`src/rtl/fpu_share_arbiter_pkg.sv`:
```
// Shared constants and types for the FPU share arbiter: opcodes, response flag codes
// and the arbiter state encoding.
package fpu_share_arbiter_pkg;

    localparam logic [1:0] FPU_OP_ADD = 2'd0;
    localparam logic [1:0] FPU_OP_SUB = 2'd1;
    localparam logic [1:0] FPU_OP_MUL = 2'd2;

    localparam logic [1:0] OFUF_OK  = 2'b00;
    localparam logic [1:0] OFUF_OF  = 2'b10;
    localparam logic [1:0] OFUF_UF  = 2'b01;
    localparam logic [1:0] OFUF_TMO = 2'b11;

    localparam int TIMER_W = 8;

    typedef enum logic [2:0] {
        ST_IDLE   = 3'd0,
        ST_LAUNCH = 3'd1,
        ST_ARM    = 3'd2,
        ST_WAIT   = 3'd3,
        ST_RESP   = 3'd4
    } arb_state_t;

endpackage

```
`src/rtl/fpu_share_arbiter_if.sv`:
```
// Client and FPU-facing signal bundle of the FPU share arbiter.
// req is a level held with stable operands until the one-cycle gnt pulse (operands captured);
// rsp_valid is a one-cycle pulse to the owning client with no back-pressure.
interface fpu_share_arbiter_if #(
    parameter int NUM_REQ = 2
);
    import fpu_share_arbiter_pkg::*;

    logic [NUM_REQ-1:0]    req;
    logic [NUM_REQ*16-1:0] req_x;
    logic [NUM_REQ*16-1:0] req_y;
    logic [NUM_REQ*2-1:0]  req_op;
    logic [NUM_REQ-1:0]    gnt;
    logic [NUM_REQ-1:0]    rsp_valid;
    logic [15:0]           rsp_result;
    logic [1:0]            rsp_ofuf;
    logic [2:0]            rsp_comp;
    logic                  busy;
    logic [15:0]           fpu_x;
    logic [15:0]           fpu_y;
    logic [1:0]            fpu_opcode;
    logic                  fpu_start;
    logic                  fpu_done;
    logic [15:0]           fpu_result;
    logic [1:0]            fpu_ofuf;
    logic [2:0]            fpu_comp;
    arb_state_t            dbg_state;

    modport master (
        output req, req_x, req_y, req_op,
        output fpu_done, fpu_result, fpu_ofuf, fpu_comp,
        input  gnt, rsp_valid, rsp_result, rsp_ofuf, rsp_comp, busy,
        input  fpu_x, fpu_y, fpu_opcode, fpu_start, dbg_state
    );

    modport slave (
        input  req, req_x, req_y, req_op,
        input  fpu_done, fpu_result, fpu_ofuf, fpu_comp,
        output gnt, rsp_valid, rsp_result, rsp_ofuf, rsp_comp, busy,
        output fpu_x, fpu_y, fpu_opcode, fpu_start, dbg_state
    );

endinterface

```
`src/rtl/fpu_share_arbiter_rr_arbiter.sv`:
```
// Combinational round-robin pick: first set request scanning upward from the pointer, with wrap.
module rr_arbiter #(
    parameter int NUM_REQ = 2,
    parameter int IW      = 1
) (
    input  logic [NUM_REQ-1:0] i_req,
    input  logic [IW-1:0]      i_ptr,
    output logic [NUM_REQ-1:0] o_gnt_oh,
    output logic [IW-1:0]      o_idx,
    output logic               o_any
);

    logic [IW-1:0] w_cand;

    always_comb begin
        o_gnt_oh = '0;
        o_idx    = '0;
        o_any    = 1'b0;
        w_cand   = '0;
        for (int k = 0; k < NUM_REQ; k++) begin
            w_cand = IW'((int'(i_ptr) + k) % NUM_REQ);
            if (!o_any && i_req[w_cand]) begin
                o_any            = 1'b1;
                o_idx            = w_cand;
                o_gnt_oh[w_cand] = 1'b1;
            end
        end
    end

endmodule

```
`src/rtl/fpu_share_arbiter.sv`:
```
// Shares one FPU among NUM_REQ clients: round-robin grant, operand capture, FPU start pulse,
// done wait with timeout, and a one-cycle response to the winning client.
module fpu_share_arbiter
    import fpu_share_arbiter_pkg::*;
#(
    parameter int NUM_REQ = 2,
    parameter int TIMEOUT = 64
) (
    input  logic               clk,
    input  logic               reset,
    fpu_share_arbiter_if.slave bus
);

    localparam int IW = (NUM_REQ > 1) ? $clog2(NUM_REQ) : 1;

    arb_state_t           r_state;
    arb_state_t           w_next_state;
    logic [IW-1:0]        r_ptr;
    logic [NUM_REQ-1:0]   r_win_oh;
    logic [TIMER_W-1:0]   r_timer;
    logic [15:0]          r_fpu_x;
    logic [15:0]          r_fpu_y;
    logic [1:0]           r_fpu_op;
    logic [15:0]          r_rsp_result;
    logic [1:0]           r_rsp_ofuf;
    logic [2:0]           r_rsp_comp;

    logic [NUM_REQ-1:0]   w_pick_oh;
    logic [IW-1:0]        w_pick_idx;
    logic                 w_pick_any;
    logic                 w_launch;
    logic                 w_timeout;

    rr_arbiter #(
        .NUM_REQ (NUM_REQ),
        .IW      (IW)
    ) u_rr (
        .i_req    (bus.req),
        .i_ptr    (r_ptr),
        .o_gnt_oh (w_pick_oh),
        .o_idx    (w_pick_idx),
        .o_any    (w_pick_any)
    );

    // RESP re-arbitrates in the same cycle, so back-to-back ops see no IDLE bubble.
    assign w_launch  = ((r_state == ST_IDLE) || (r_state == ST_RESP)) && w_pick_any;
    assign w_timeout = (r_timer == TIMER_W'(TIMEOUT - 1));

    always_ff @(posedge clk) begin
        if (reset) begin
            r_state <= ST_IDLE;
        end else begin
            r_state <= w_next_state;
        end
    end

    always_comb begin
        w_next_state = r_state;
        case (r_state)
            ST_IDLE:   if (w_pick_any) w_next_state = ST_LAUNCH;
            ST_LAUNCH: w_next_state = ST_ARM;
            ST_ARM:    w_next_state = ST_WAIT;
            ST_WAIT:   if (bus.fpu_done || w_timeout) w_next_state = ST_RESP;
            ST_RESP:   w_next_state = w_pick_any ? ST_LAUNCH : ST_IDLE;
            default:   w_next_state = ST_IDLE;
        endcase
    end

    always_comb begin
        bus.gnt       = '0;
        bus.rsp_valid = '0;
        bus.fpu_start = 1'b0;
        bus.busy      = (r_state != ST_IDLE);
        case (r_state)
            ST_LAUNCH: begin
                bus.gnt       = r_win_oh;
                bus.fpu_start = 1'b1;
            end
            ST_RESP:   bus.rsp_valid = r_win_oh;
            default:   ;
        endcase
    end

    always_ff @(posedge clk) begin
        if (reset) begin
            r_ptr        <= '0;
            r_win_oh     <= '0;
            r_timer      <= '0;
            r_fpu_x      <= '0;
            r_fpu_y      <= '0;
            r_fpu_op     <= '0;
            r_rsp_result <= '0;
            r_rsp_ofuf   <= OFUF_OK;
            r_rsp_comp   <= '0;
        end else begin
            if (w_launch) begin
                r_win_oh <= w_pick_oh;
                r_ptr    <= (w_pick_idx == IW'(NUM_REQ - 1)) ? '0 : IW'(w_pick_idx + 1'b1);
                r_fpu_x  <= bus.req_x[{w_pick_idx, 4'b0000} +: 16];
                r_fpu_y  <= bus.req_y[{w_pick_idx, 4'b0000} +: 16];
                r_fpu_op <= bus.req_op[{w_pick_idx, 1'b0} +: 2];
            end
            if (r_state == ST_ARM) begin
                r_timer <= '0;
            end else if (r_state == ST_WAIT && !bus.fpu_done && !w_timeout) begin
                r_timer <= r_timer + 1'b1;
            end
            // done is checked before expiry so a late-but-valid result still wins.
            if (r_state == ST_WAIT) begin
                if (bus.fpu_done) begin
                    r_rsp_result <= bus.fpu_result;
                    r_rsp_ofuf   <= bus.fpu_ofuf;
                    r_rsp_comp   <= bus.fpu_comp;
                end else if (w_timeout) begin
                    r_rsp_result <= '0;
                    r_rsp_ofuf   <= OFUF_TMO;
                    r_rsp_comp   <= '0;
                end
            end
        end
    end

    assign bus.fpu_x      = r_fpu_x;
    assign bus.fpu_y      = r_fpu_y;
    assign bus.fpu_opcode = r_fpu_op;
    assign bus.rsp_result = r_rsp_result;
    assign bus.rsp_ofuf   = r_rsp_ofuf;
    assign bus.rsp_comp   = r_rsp_comp;
    assign bus.dbg_state  = r_state;

endmodule

```
`src/flat_wrapper.sv`:
```
// flat-port wrapper written by rule: the top's interface ports become plain ports
module fpu_share_arbiter_flat import fpu_share_arbiter_pkg::*;
#(
    parameter int NUM_REQ = 2,
    parameter int TIMEOUT = 64
)
  (clk, reset, bus_req, bus_req_x, bus_req_y, bus_req_op, bus_fpu_done, bus_fpu_result, bus_fpu_ofuf, bus_fpu_comp, bus_gnt, bus_rsp_valid, bus_rsp_result, bus_rsp_ofuf, bus_rsp_comp, bus_busy, bus_fpu_x, bus_fpu_y, bus_fpu_opcode, bus_fpu_start, bus_dbg_state);
  fpu_share_arbiter_if #(.NUM_REQ(NUM_REQ)) bus_i ();
  input  logic clk;
  input  logic reset;
  input wire logic [$bits(bus_i.req)-1:0] bus_req;
  input wire logic [$bits(bus_i.req_x)-1:0] bus_req_x;
  input wire logic [$bits(bus_i.req_y)-1:0] bus_req_y;
  input wire logic [$bits(bus_i.req_op)-1:0] bus_req_op;
  input wire logic [$bits(bus_i.fpu_done)-1:0] bus_fpu_done;
  input wire logic [$bits(bus_i.fpu_result)-1:0] bus_fpu_result;
  input wire logic [$bits(bus_i.fpu_ofuf)-1:0] bus_fpu_ofuf;
  input wire logic [$bits(bus_i.fpu_comp)-1:0] bus_fpu_comp;
  output wire logic [$bits(bus_i.gnt)-1:0] bus_gnt;
  output wire logic [$bits(bus_i.rsp_valid)-1:0] bus_rsp_valid;
  output wire logic [$bits(bus_i.rsp_result)-1:0] bus_rsp_result;
  output wire logic [$bits(bus_i.rsp_ofuf)-1:0] bus_rsp_ofuf;
  output wire logic [$bits(bus_i.rsp_comp)-1:0] bus_rsp_comp;
  output wire logic [$bits(bus_i.busy)-1:0] bus_busy;
  output wire logic [$bits(bus_i.fpu_x)-1:0] bus_fpu_x;
  output wire logic [$bits(bus_i.fpu_y)-1:0] bus_fpu_y;
  output wire logic [$bits(bus_i.fpu_opcode)-1:0] bus_fpu_opcode;
  output wire logic [$bits(bus_i.fpu_start)-1:0] bus_fpu_start;
  output wire logic [$bits(bus_i.dbg_state)-1:0] bus_dbg_state;
  assign bus_i.req = bus_req;
  assign bus_i.req_x = bus_req_x;
  assign bus_i.req_y = bus_req_y;
  assign bus_i.req_op = bus_req_op;
  assign bus_i.fpu_done = bus_fpu_done;
  assign bus_i.fpu_result = bus_fpu_result;
  assign bus_i.fpu_ofuf = bus_fpu_ofuf;
  assign bus_i.fpu_comp = bus_fpu_comp;
  assign bus_gnt = bus_i.gnt;
  assign bus_rsp_valid = bus_i.rsp_valid;
  assign bus_rsp_result = bus_i.rsp_result;
  assign bus_rsp_ofuf = bus_i.rsp_ofuf;
  assign bus_rsp_comp = bus_i.rsp_comp;
  assign bus_busy = bus_i.busy;
  assign bus_fpu_x = bus_i.fpu_x;
  assign bus_fpu_y = bus_i.fpu_y;
  assign bus_fpu_opcode = bus_i.fpu_opcode;
  assign bus_fpu_start = bus_i.fpu_start;
  assign bus_dbg_state = bus_i.dbg_state;
  fpu_share_arbiter #(.NUM_REQ(NUM_REQ), .TIMEOUT(TIMEOUT)) u_core (.clk(clk), .reset(reset), .bus(bus_i));
endmodule
```
`config.mk`:
```
export PLATFORM = sky130hd
export DESIGN_NAME = fpu_share_arbiter_flat
export DESIGN_NICKNAME = d
export VERILOG_FILES = /design/src/rtl/fpu_share_arbiter_pkg.sv /design/src/rtl/fpu_share_arbiter_if.sv /design/src/rtl/fpu_share_arbiter_rr_arbiter.sv /design/src/rtl/fpu_share_arbiter.sv /design/src/flat_wrapper.sv
export SDC_FILE = /design/constraint.sdc
export NUM_CORES = 1
export LEC_CHECK = 0
export ABC_CLOCK_PERIOD_IN_PS = 2360
export CORE_ASPECT_RATIO = 0.7
export CORE_MARGIN = 3
export CORE_UTILIZATION = 38
export CTS_CLUSTER_SIZE = 24
export DETAILED_ROUTE_END_ITERATION = 6
export GPL_TIMING_DRIVEN = 0
export PLACE_DENSITY_LB_ADDON = 0.12
export SLEW_MARGIN = 10
export SYNTH_ARGS = -nofsm -noshare
export SYNTH_HDL_FRONTEND = slang
export SYNTH_SLANG_ARGS = --single-unit
```
`constraint.sdc`:
```
create_clock -name clk -period 2.36 [get_ports clk]
set_input_delay 0.472 -clock clk [delete_from_list [all_inputs] [get_ports clk]]
set_output_delay 0.472 -clock clk [all_outputs]
set_load 0.1 [all_outputs]
```
==> out/metrics.csv, run 1 <==
metric,value,unit
drv_cap,0,
hold_viol_final,0,
wirelength,9190,um
leakagePower,1.97,nW
wire_per_inst,15.7,um
slew_headroom,32.1,%
viasPerCell,5.08,
clk_latency,0.34,ns
clock_sinks,69,
yosys_register_bits,69,
grt_pass1_vias,2923,
path_max_fanout,2,
synth_nets,416,
worstPathArrival,1.84,ns
fin_crit,2.31,ns
first_pass_iters,4,
cts_tree,built,
vdd_drop_max,0.000429,V
synthArstFlopShare,0,%
critPathKind,reg -> out,
synth-seq-area-share,49.4,%
drive_above_1_share,8.92,%
grt_pass1_wl,14700,um
clockRootBuffer,clkbuf_8,
fmax,432,MHz
antennaDiodeCount,0,
dp_hpwl,7000,um
die_h,77.8,um
rsz0062_at_grt,no,
finalMaxSlewViolations,0,
ys_types,38,
vias,2980,
fin_skew,0.00586,ns
h-tree-depth,3,
tightest_slew,1.02,ns
dieArea,8450,sq um
worstPathCellList,clkdlybuf4s50_1,
hold_path_class,reg -> reg,
synthCells,321,
antenna_found_initial,0,
core_area,6940,sq um
cpPeakStageDelay,1.16,ns
critical_path_required,1.89,ns
drtIter0Drc,170,
synth_area,2800,sq um
grt_max_degree,15,
synthToLayoutAreaGrowth,69.8,%
p_per_area,775,nW/um^2
grt_overflow,0,
clk_pin_slew_worst_paths,0.08,ns
postCtsSetupBuffers,0,
final_common_cell,clkdlybuf4s50_1,
synth_top_area_share,49.4,%
gp_congestion,0.807,
grt_usage,22.0,%
drtAntennaViolNets,0,
crit_path_end_kind,output pin,
dp.cells,571,
synthFlopType,dfxtp_1,
stdcell_count,587,
initial_core_util,40.3,%
cp.buffers_inverters,1,
cp_slowest_cell,clkdlybuf4s50_1,
synth.area.top_cells,"dfxtp_1 (49%), a311oi_1 (11%), nand2_1 (9.8%)",
synth_edf_count,0,
fp-row-count,25,
yosysWarnings,0,
fin_util,68.5,%
clock_path_buffers,2,
status,finished clean,
yosysTopAreaCell,dfxtp_1,
placement.io_buffers,156,
final_cell_mix,"clkdlybuf4s50_1 (137), nand2_1 (73), dfxtp_1 (66), nor2_1 (42), a311oi_1 (34)",
cp_top_family,buffers and inverters,
nets,583,
startpoint_type,flop,
cts-buffers-inserted,9,
avgSynthCellArea,8.72,sq um
fp.dieW,109,um
setup_viol,0,
drcViolationCount,0,
ios,158,
min_period_over_period,98.1,%
## synth_stat cells (2+ instances only)
master / count
a21oi_1: 8
a22o_1: 19
a311oi_1: 34
and2_1: 2
and3_1: 3
buf_2: 8
clkbuf_1: 15
dfxtp_1: 69
mux2i_1: 2
nand2_1: 73
nand3_1: 4
nor2_1: 43
nor3_1: 4
o211ai_1: 2
o21a_1: 5
o21ai_0: 2
o31ai_1: 2
or3_1: 4
or4_1: 3
## through the flow
| step | area (sq um) | TNS [ns] | hold WS [ns] | power (mW) | setup slack [ns] |
|---|---|---|---|---|---|
| after floorplan | 2820 | 0 | 0.447 | 2.25 | 0.0662 |
| after detailed placement | 4500 | -1.65 | 0.463 | 2.66 | -0.154 |
| final | 4750 | 0 | 0.483 | 3.68 | 0.0459 |
| after global routing | 4750 | 0 | 0.497 | 3.84 | 0.00106 |
| after CTS | 4730 | 0 | 0.486 | 3.72 | 0.0152 |
| after global placement | 4500 | -0.495 | 0.461 | 2.65 | -0.147 |
## flip-flops by register name, indices dropped and copies added, names as in the netlist
signal,cells
u_core.bus.fpu_x,16
u_core.bus.fpu_y,16
u_core.bus.rsp_result,16
u_core.r_timer,8
u_core.bus.dbg_state,3
u_core.bus.rsp_comp,3
u_core.bus.fpu_opcode,2
u_core.bus.rsp_ofuf,2
u_core.r_win_oh,2
u_core.r_ptr,1
## metal layers
| metal | vias up | routed length (um) | share of wire, % | GRT usage [%] |
|---|---|---|---|---|
| li1 | 1485 | - | - | - |
| met3 | 6 | 805 | 8.8 | 7.90 |
| met1 | 1385 | 4090 | 44 | 28.3 |
| met2 | 104 | 4210 | 46 | 34.8 |
| met4 | 0 | 81 | 0.88 | 6.05 |
| met5 | - | 0 | 0 | 0 |
## logic make-up after synthesis
kind of cell	after synthesis	share of synthesized area [%]
flip-flops	69	49.4
multiplexers	2	0.715
AO/OA/AOI/OAI	78	22.5
XOR/XNOR	2	0.626
buffers and inverters	26	4.25
adder cells (fa/ha/maj)	1	0.447
AND/OR/NAND/NOR	143	22.1
## power breakdown
group | internal, mW | total (mW) | switching (mW)
combinational | 0.390 | 1.32 | 0.929
sequential | 1.26 | 1.31 | 0.0515
clock | 0.569 | 1.06 | 0.488
## cell type report
type	count	area, sq um
Fill cell	597	2190
Timing Repair Buffer	156	1590
Sequential cell	69	1390
Multi-Input combinational cell	226	1310
Clock buffer	10	149
Tap cell	94	118
Buffer	25	115
Clock inverter	6	75.1
Inverter	1	3.75
## final timing paths
check,to,depth (start not counted),slack [ns],startpoint
worst max register to register,u_core.bus.rsp_result[4],6,0.44,u_core.r_timer[0]
worst min register to register,u_core.bus.rsp_result[12],1,0.48,u_core.bus.rsp_result[12]
worst min-delay path,u_core.bus.rsp_result[12],1,0.48,u_core.bus.rsp_result[12]
worst max-delay path,bus_fpu_x[0],1,0.05,u_core.bus.fpu_x[0]
## what timing repair did
| item | 4_1_cts | 5_1_grt |
|---|---|---|
| endpoints found under the setup margin | 8 | 12 |
| hold buffers | 0 | 0 |
| resized for setup | 20 | 12 |
Note: power is estimated with default switching activity, not from simulation.
==> run 2: changes to the inputs <==
--- a/config.mk
+++ b/config.mk
@@ -7,11 +7,9 @@
 export LEC_CHECK = 0
 export ABC_CLOCK_PERIOD_IN_PS = 2360
 export CORE_ASPECT_RATIO = 0.7
-export CORE_MARGIN = 3
 export CORE_UTILIZATION = 38
 export CTS_CLUSTER_SIZE = 24
 export DETAILED_ROUTE_END_ITERATION = 6
-export GPL_TIMING_DRIVEN = 0
 export PLACE_DENSITY_LB_ADDON = 0.12
 export SLEW_MARGIN = 10
 export SYNTH_ARGS = -nofsm -noshare
==> run 2 against run 1 <==
Flip-flop and latch count unchanged. Register-to-register slack worse by 0.04 ns. Maximum frequency is 17% higher. Worst setup slack better by 0.33 ns. Clock-buffer cell count increased by 1. Largest power group is now sequential cells. Clock power shrank 16%. Highest routed layer unchanged.
==> out/metrics.csv, run 2 (synthesis results as in run 1) <==
metric,value,unit
grt_usage,21.4,%
p_per_area,771,nW/um^2
setup_viol,0,
cp.buffers_inverters,1,
hold_path_class,reg -> reg,
clk_latency,0.34,ns
startpoint_type,flop,
cts_tree,built,
fin_skew,0.00809,ns
cts_resized,0,
dp_slack,0.165,ns
fmax,505,MHz
critPathKind,reg -> out,
vdd_drop_max,0.000446,V
cp_top_family,simple AND/OR/NAND/NOR gates,
clockRootBuffer,clkbuf_8,
grt_pass1_wl,12800,um
ios,158,
first_pass_iters,4,
final_common_cell,clkdlybuf4s50_1,
synthToLayoutAreaGrowth,62.0,%
drtAntennaViolNets,0,
hold_viol_final,0,
vias,2855,
h-tree-depth,3,
postCtsSetupBuffers,0,
wirelength,8260,um
core_area,6940,sq um
nets,564,
antennaDiodeCount,0,
cts-buffers-inserted,9,
placement.io_buffers,157,
gp_congestion,0.758,
tns,0,ns
drv_cap,0,
dp_hpwl,5820,um
fin_ws,0.380,ns
crit_path_end_kind,output pin,
grt_overflow,0,
fp-row-count,25,
min_period_over_period,83.9,%
final_cell_mix,"clkdlybuf4s50_1 (93), nand2_1 (73), dfxtp_1 (66), buf_4 (63), nor2_1 (42)",
grt_pass1_vias,2517,
initial_core_util,40.3,%
antenna_found_initial,0,
grt_max_degree,73,
clock_path_buffers,2,
fin_crit,1.98,ns
drtIter0Drc,141,
critical_path_required,1.89,ns
worstPathCellList,or2b_1 -> nor2_4 -> and2_4 -> buf_12,
cpPeakStageDelay,0.39,ns
cp_slowest_cell,dfxtp_4,
clock_sinks,69,
slew_headroom,45.4,%
rsz0062_at_grt,no,
dieArea,7720,sq um
clk_pin_slew_worst_paths,0.08,ns
drive_above_1_share,20.9,%
worstPathArrival,1.51,ns
path_max_fanout,9,
wire_per_inst,14.5,um
cts_hold_buf,0,
status,finished clean,
finalMaxSlewViolations,0,
leakagePower,1.87,nW
fp.dieW,105,um
die_h,73.8,um
drcViolationCount,0,
tightest_slew,0.820,ns
viasPerCell,5.03,
## run 2: cell count changes in the layout (fill, tap and decap cells not counted), moves of 5 or more
cell	delta
buf_2	-8
buf_4	+62
clkbuf_1	-15
clkdlybuf4s50_1	-44
clkdlybuf4s15_2	-5
buf_12	+6
dlymetal6s2s_1	-11
## run 2: final timing paths
check | endpoint | from | depth (start not counted) | slack (ns)
hold / removal | u_core.r_timer[7] | u_core.r_timer[7] | 2 | 0.48
hold reg to reg | u_core.r_timer[7] | u_core.r_timer[7] | 2 | 0.48
setup reg to reg | u_core.bus.rsp_result[10] | u_core.r_timer[0] | 5 | 0.40
setup / recovery | bus_gnt[0] | u_core.bus.dbg_state[0] | 4 | 0.38
## run 2: report_power, final
part	internal, mW	total (mW)	switching (mW)
logic	0.375	1.29	0.913
registers	1.26	1.31	0.0574
clock network	0.438	0.893	0.455
## run 2: per-layer routing
layer	vias up	track usage (%)	wire, um
met2	92	33.8	3650
li1	1449	-	-
met5	-	0	0
met4	0	6.57	79
met1	1308	28.2	3980
met3	6	6.65	550
## run 2: cell type report
type,instances,area (sq um)
fillers,600,2410
repair buffers,162,1520
flip-flops and latches,69,1390
multi-input cells,226,1320
clock buffers,11,151
well taps,94,118
clock inverters,5,33.8
inverters,1,3.75
## run 2: through the flow
stage	hold WS (ns)	utilization, %	power [mW]	std cells	cell area (sq um)
finish	0.476	65.3	3.50	568	4540
global route	0.499	65.3	3.65	568	4540
CTS	0.477	65.3	3.53	568	4540
detailed placement	0.465	62.6	2.63	552	4350
global placement	0.463	62.6	2.62	552	4350
floorplan	0.447	-	2.25	321	2820
## run 2: worst register-to-register path: stages (launching register included)
cell,delay (ns)
dfxtp_1,0.34
ha_1,0.25
nand4bb_1,0.23
o21bai_2,0.14
a21oi_2,0.68
a22o_1,0.26
==> run 3: changes to the inputs <==
--- a/config.mk
+++ b/config.mk
@@ -5,9 +5,9 @@
 export SDC_FILE = /design/constraint.sdc
 export NUM_CORES = 1
 export LEC_CHECK = 0
-export ABC_CLOCK_PERIOD_IN_PS = 2360
+export ABC_CLOCK_PERIOD_IN_PS = 1600
 export CORE_ASPECT_RATIO = 0.7
-export CORE_UTILIZATION = 38
+export CORE_UTILIZATION = 35
 export CTS_CLUSTER_SIZE = 24
 export DETAILED_ROUTE_END_ITERATION = 6
 export PLACE_DENSITY_LB_ADDON = 0.12
==> constraint.sdc (replaced) <==
create_clock -name clk -period 1.6 [get_ports clk]
set_input_delay 0.32 -clock clk [delete_from_list [all_inputs] [get_ports clk]]
set_output_delay 0.32 -clock clk [all_outputs]
set_load 0.1 [all_outputs]
==> run 3 against run 2 <==
The run now ends with setup timing left. Sequential share of layout area is 6.3 points lower. Design area is 27% higher. Combinational power is 81% higher. Critical path depth stayed put. Critical endpoint unchanged.
==> out/metrics.csv, run 3 (synthesis results as in run 1) <==
metric,value,unit
drtIter0Drc,156,
startpoint_type,flop,
grt_pass1_vias,2734,
cts_tree,built,
drtAntennaViolNets,0,
vias,3000,
grt_overflow,0,
drv_cap,0,
cp_slowest_cell,dfxtp_4,
dp_hpwl,6480,um
p_per_area,1130,nW/um^2
clk_latency,0.32,ns
worstPathArrival,1.40,ns
critical_path_required,1.28,ns
wire_per_inst,15.2,um
die_h,76.8,um
gp_congestion,0.731,
hold_viol_final,0,
dp.cells,568,
grt_pass1_wl,13700,um
clock_sinks,69,
final_common_cell,clkdlybuf4s50_1,
cp_top_family,simple AND/OR/NAND/NOR gates,
hold_path_class,in -> reg,
initial_core_util,37.2,%
clock_path_buffers,2,
top_layer,met4,
fin_ws,-0.123,ns
synthToLayoutAreaGrowth,105,%
fin_hold_ws,0.353,ns
leakagePower,2.27,nW
wl_met2,4520,um
path_max_fanout,5,
final_cell_mix,"clkdlybuf4s50_1 (92), nand2_1 (73), buf_12 (71), dfxtp_1 (64), nor2_1 (42)",
first_pass_iters,4,
placement.io_buffers,157,
slew_headroom,78.8,%
critPathKind,reg -> out,
min_period_over_period,108,%
wirelength,9020,um
met3_length,582,um
drcViolationCount,0,
tns,-0.595,ns
cp.buffers_inverters,1,
fp.dieW,109,um
clk_pin_slew_worst_paths,0.06,ns
cpPeakStageDelay,0.36,ns
cts-buffers-inserted,9,
fin_skew,0.00458,ns
rsz0062_at_grt,yes,
drive_above_1_share,26.5,%
antennaDiodeCount,0,
fin_crit,1.72,ns
worstPathCellList,or2b_1 -> nor2_4 -> and2_4 -> buf_12,
drt-met1-wl,3900,um
crit_path_end_kind,output pin,
dieArea,8360,sq um
grt_max_degree,34,
status,"complete, but fails checks",
finalMaxSlewViolations,0,
ios,158,
grt_usage,21.2,%
antenna_found_initial,0,
vdd_drop_max,0.000730,V
viasPerCell,5.06,
tightest_slew,0.317,ns
violations,setup timing,
power,6.51,mW
core_area,7510,sq um
h-tree-depth,3,
fp-row-count,26,
clockRootBuffer,clkbuf_16,
stdcell_count,593,
nets,585,
fmax,580,MHz
setup_viol,7,
run 3: worst register-to-register path, stage by stage, from the launching register on:
cell,delay (ns)
dfxtp_4,0.36
buf_4,0.12
buf_6,0.11
and4bb_4,0.26
o21ai_4,0.09
or4_4,0.50
a21oi_2,0.12
run 3: metal layers:
metal / track usage, % / up-vias
met3: 7.23 / 2
met4: 5.68 / 0
met2: 35.1 / 95
li1: - / 1492
met5: 0 / -
met1: 26.1 / 1411
run 3: area by class of cell:
| cell class | count | area, sq um |
|---|---|---|
| Timing Repair Buffer | 183 | 2500 |
| Multi-Input combinational cell | 226 | 1390 |
| Clock buffer | 10 | 250 |
| Sequential cell | 69 | 1400 |
| Fill cell | 512 | 1770 |
| Tap cell | 98 | 123 |
| Inverter | 1 | 3.75 |
| Clock inverter | 6 | 83.8 |
run 3: final timing paths:
check / startpoint / end / slack [ns] / depth (start not counted)
hold / removal: reset / u_core.bus.dbg_state[0] / 0.35 / 2
setup / recovery: u_core.bus.dbg_state[0] / bus_gnt[0] / -0.12 / 4
hold reg to reg: u_core.bus.dbg_state[0] / u_core.bus.dbg_state[1] / 0.46 / 1
setup reg to reg: u_core.bus.dbg_state[0] / u_core.r_timer[5] / -0.01 / 6
run 3: through the flow:
step | util (%) | instance area, sq um | worst slack, ns
finish | 76.5 | 5750 | -0.123
global route | 76.5 | 5750 | -0.187
CTS | 75.4 | 5660 | -0.145
detailed placement | 70.2 | 5280 | -0.291
global placement | 70.2 | 5280 | -0.257
floorplan | - | 2870 | -0.541
run 3: what timing repair did:
item	CTS	global route
gates resized for setup	1	9
pin swaps	2	6
setup endpoints to repair	7	29
hold buffers	0	0
setup buffers	6	3
run 3: power breakdown:
group          internal [mW]  switching (mW)  total (mW)
Sequential              1.86           0.139        1.99
Combinational          0.940            1.39        2.33
Clock                   1.45           0.734        2.19
Total                   4.25            2.26        6.51
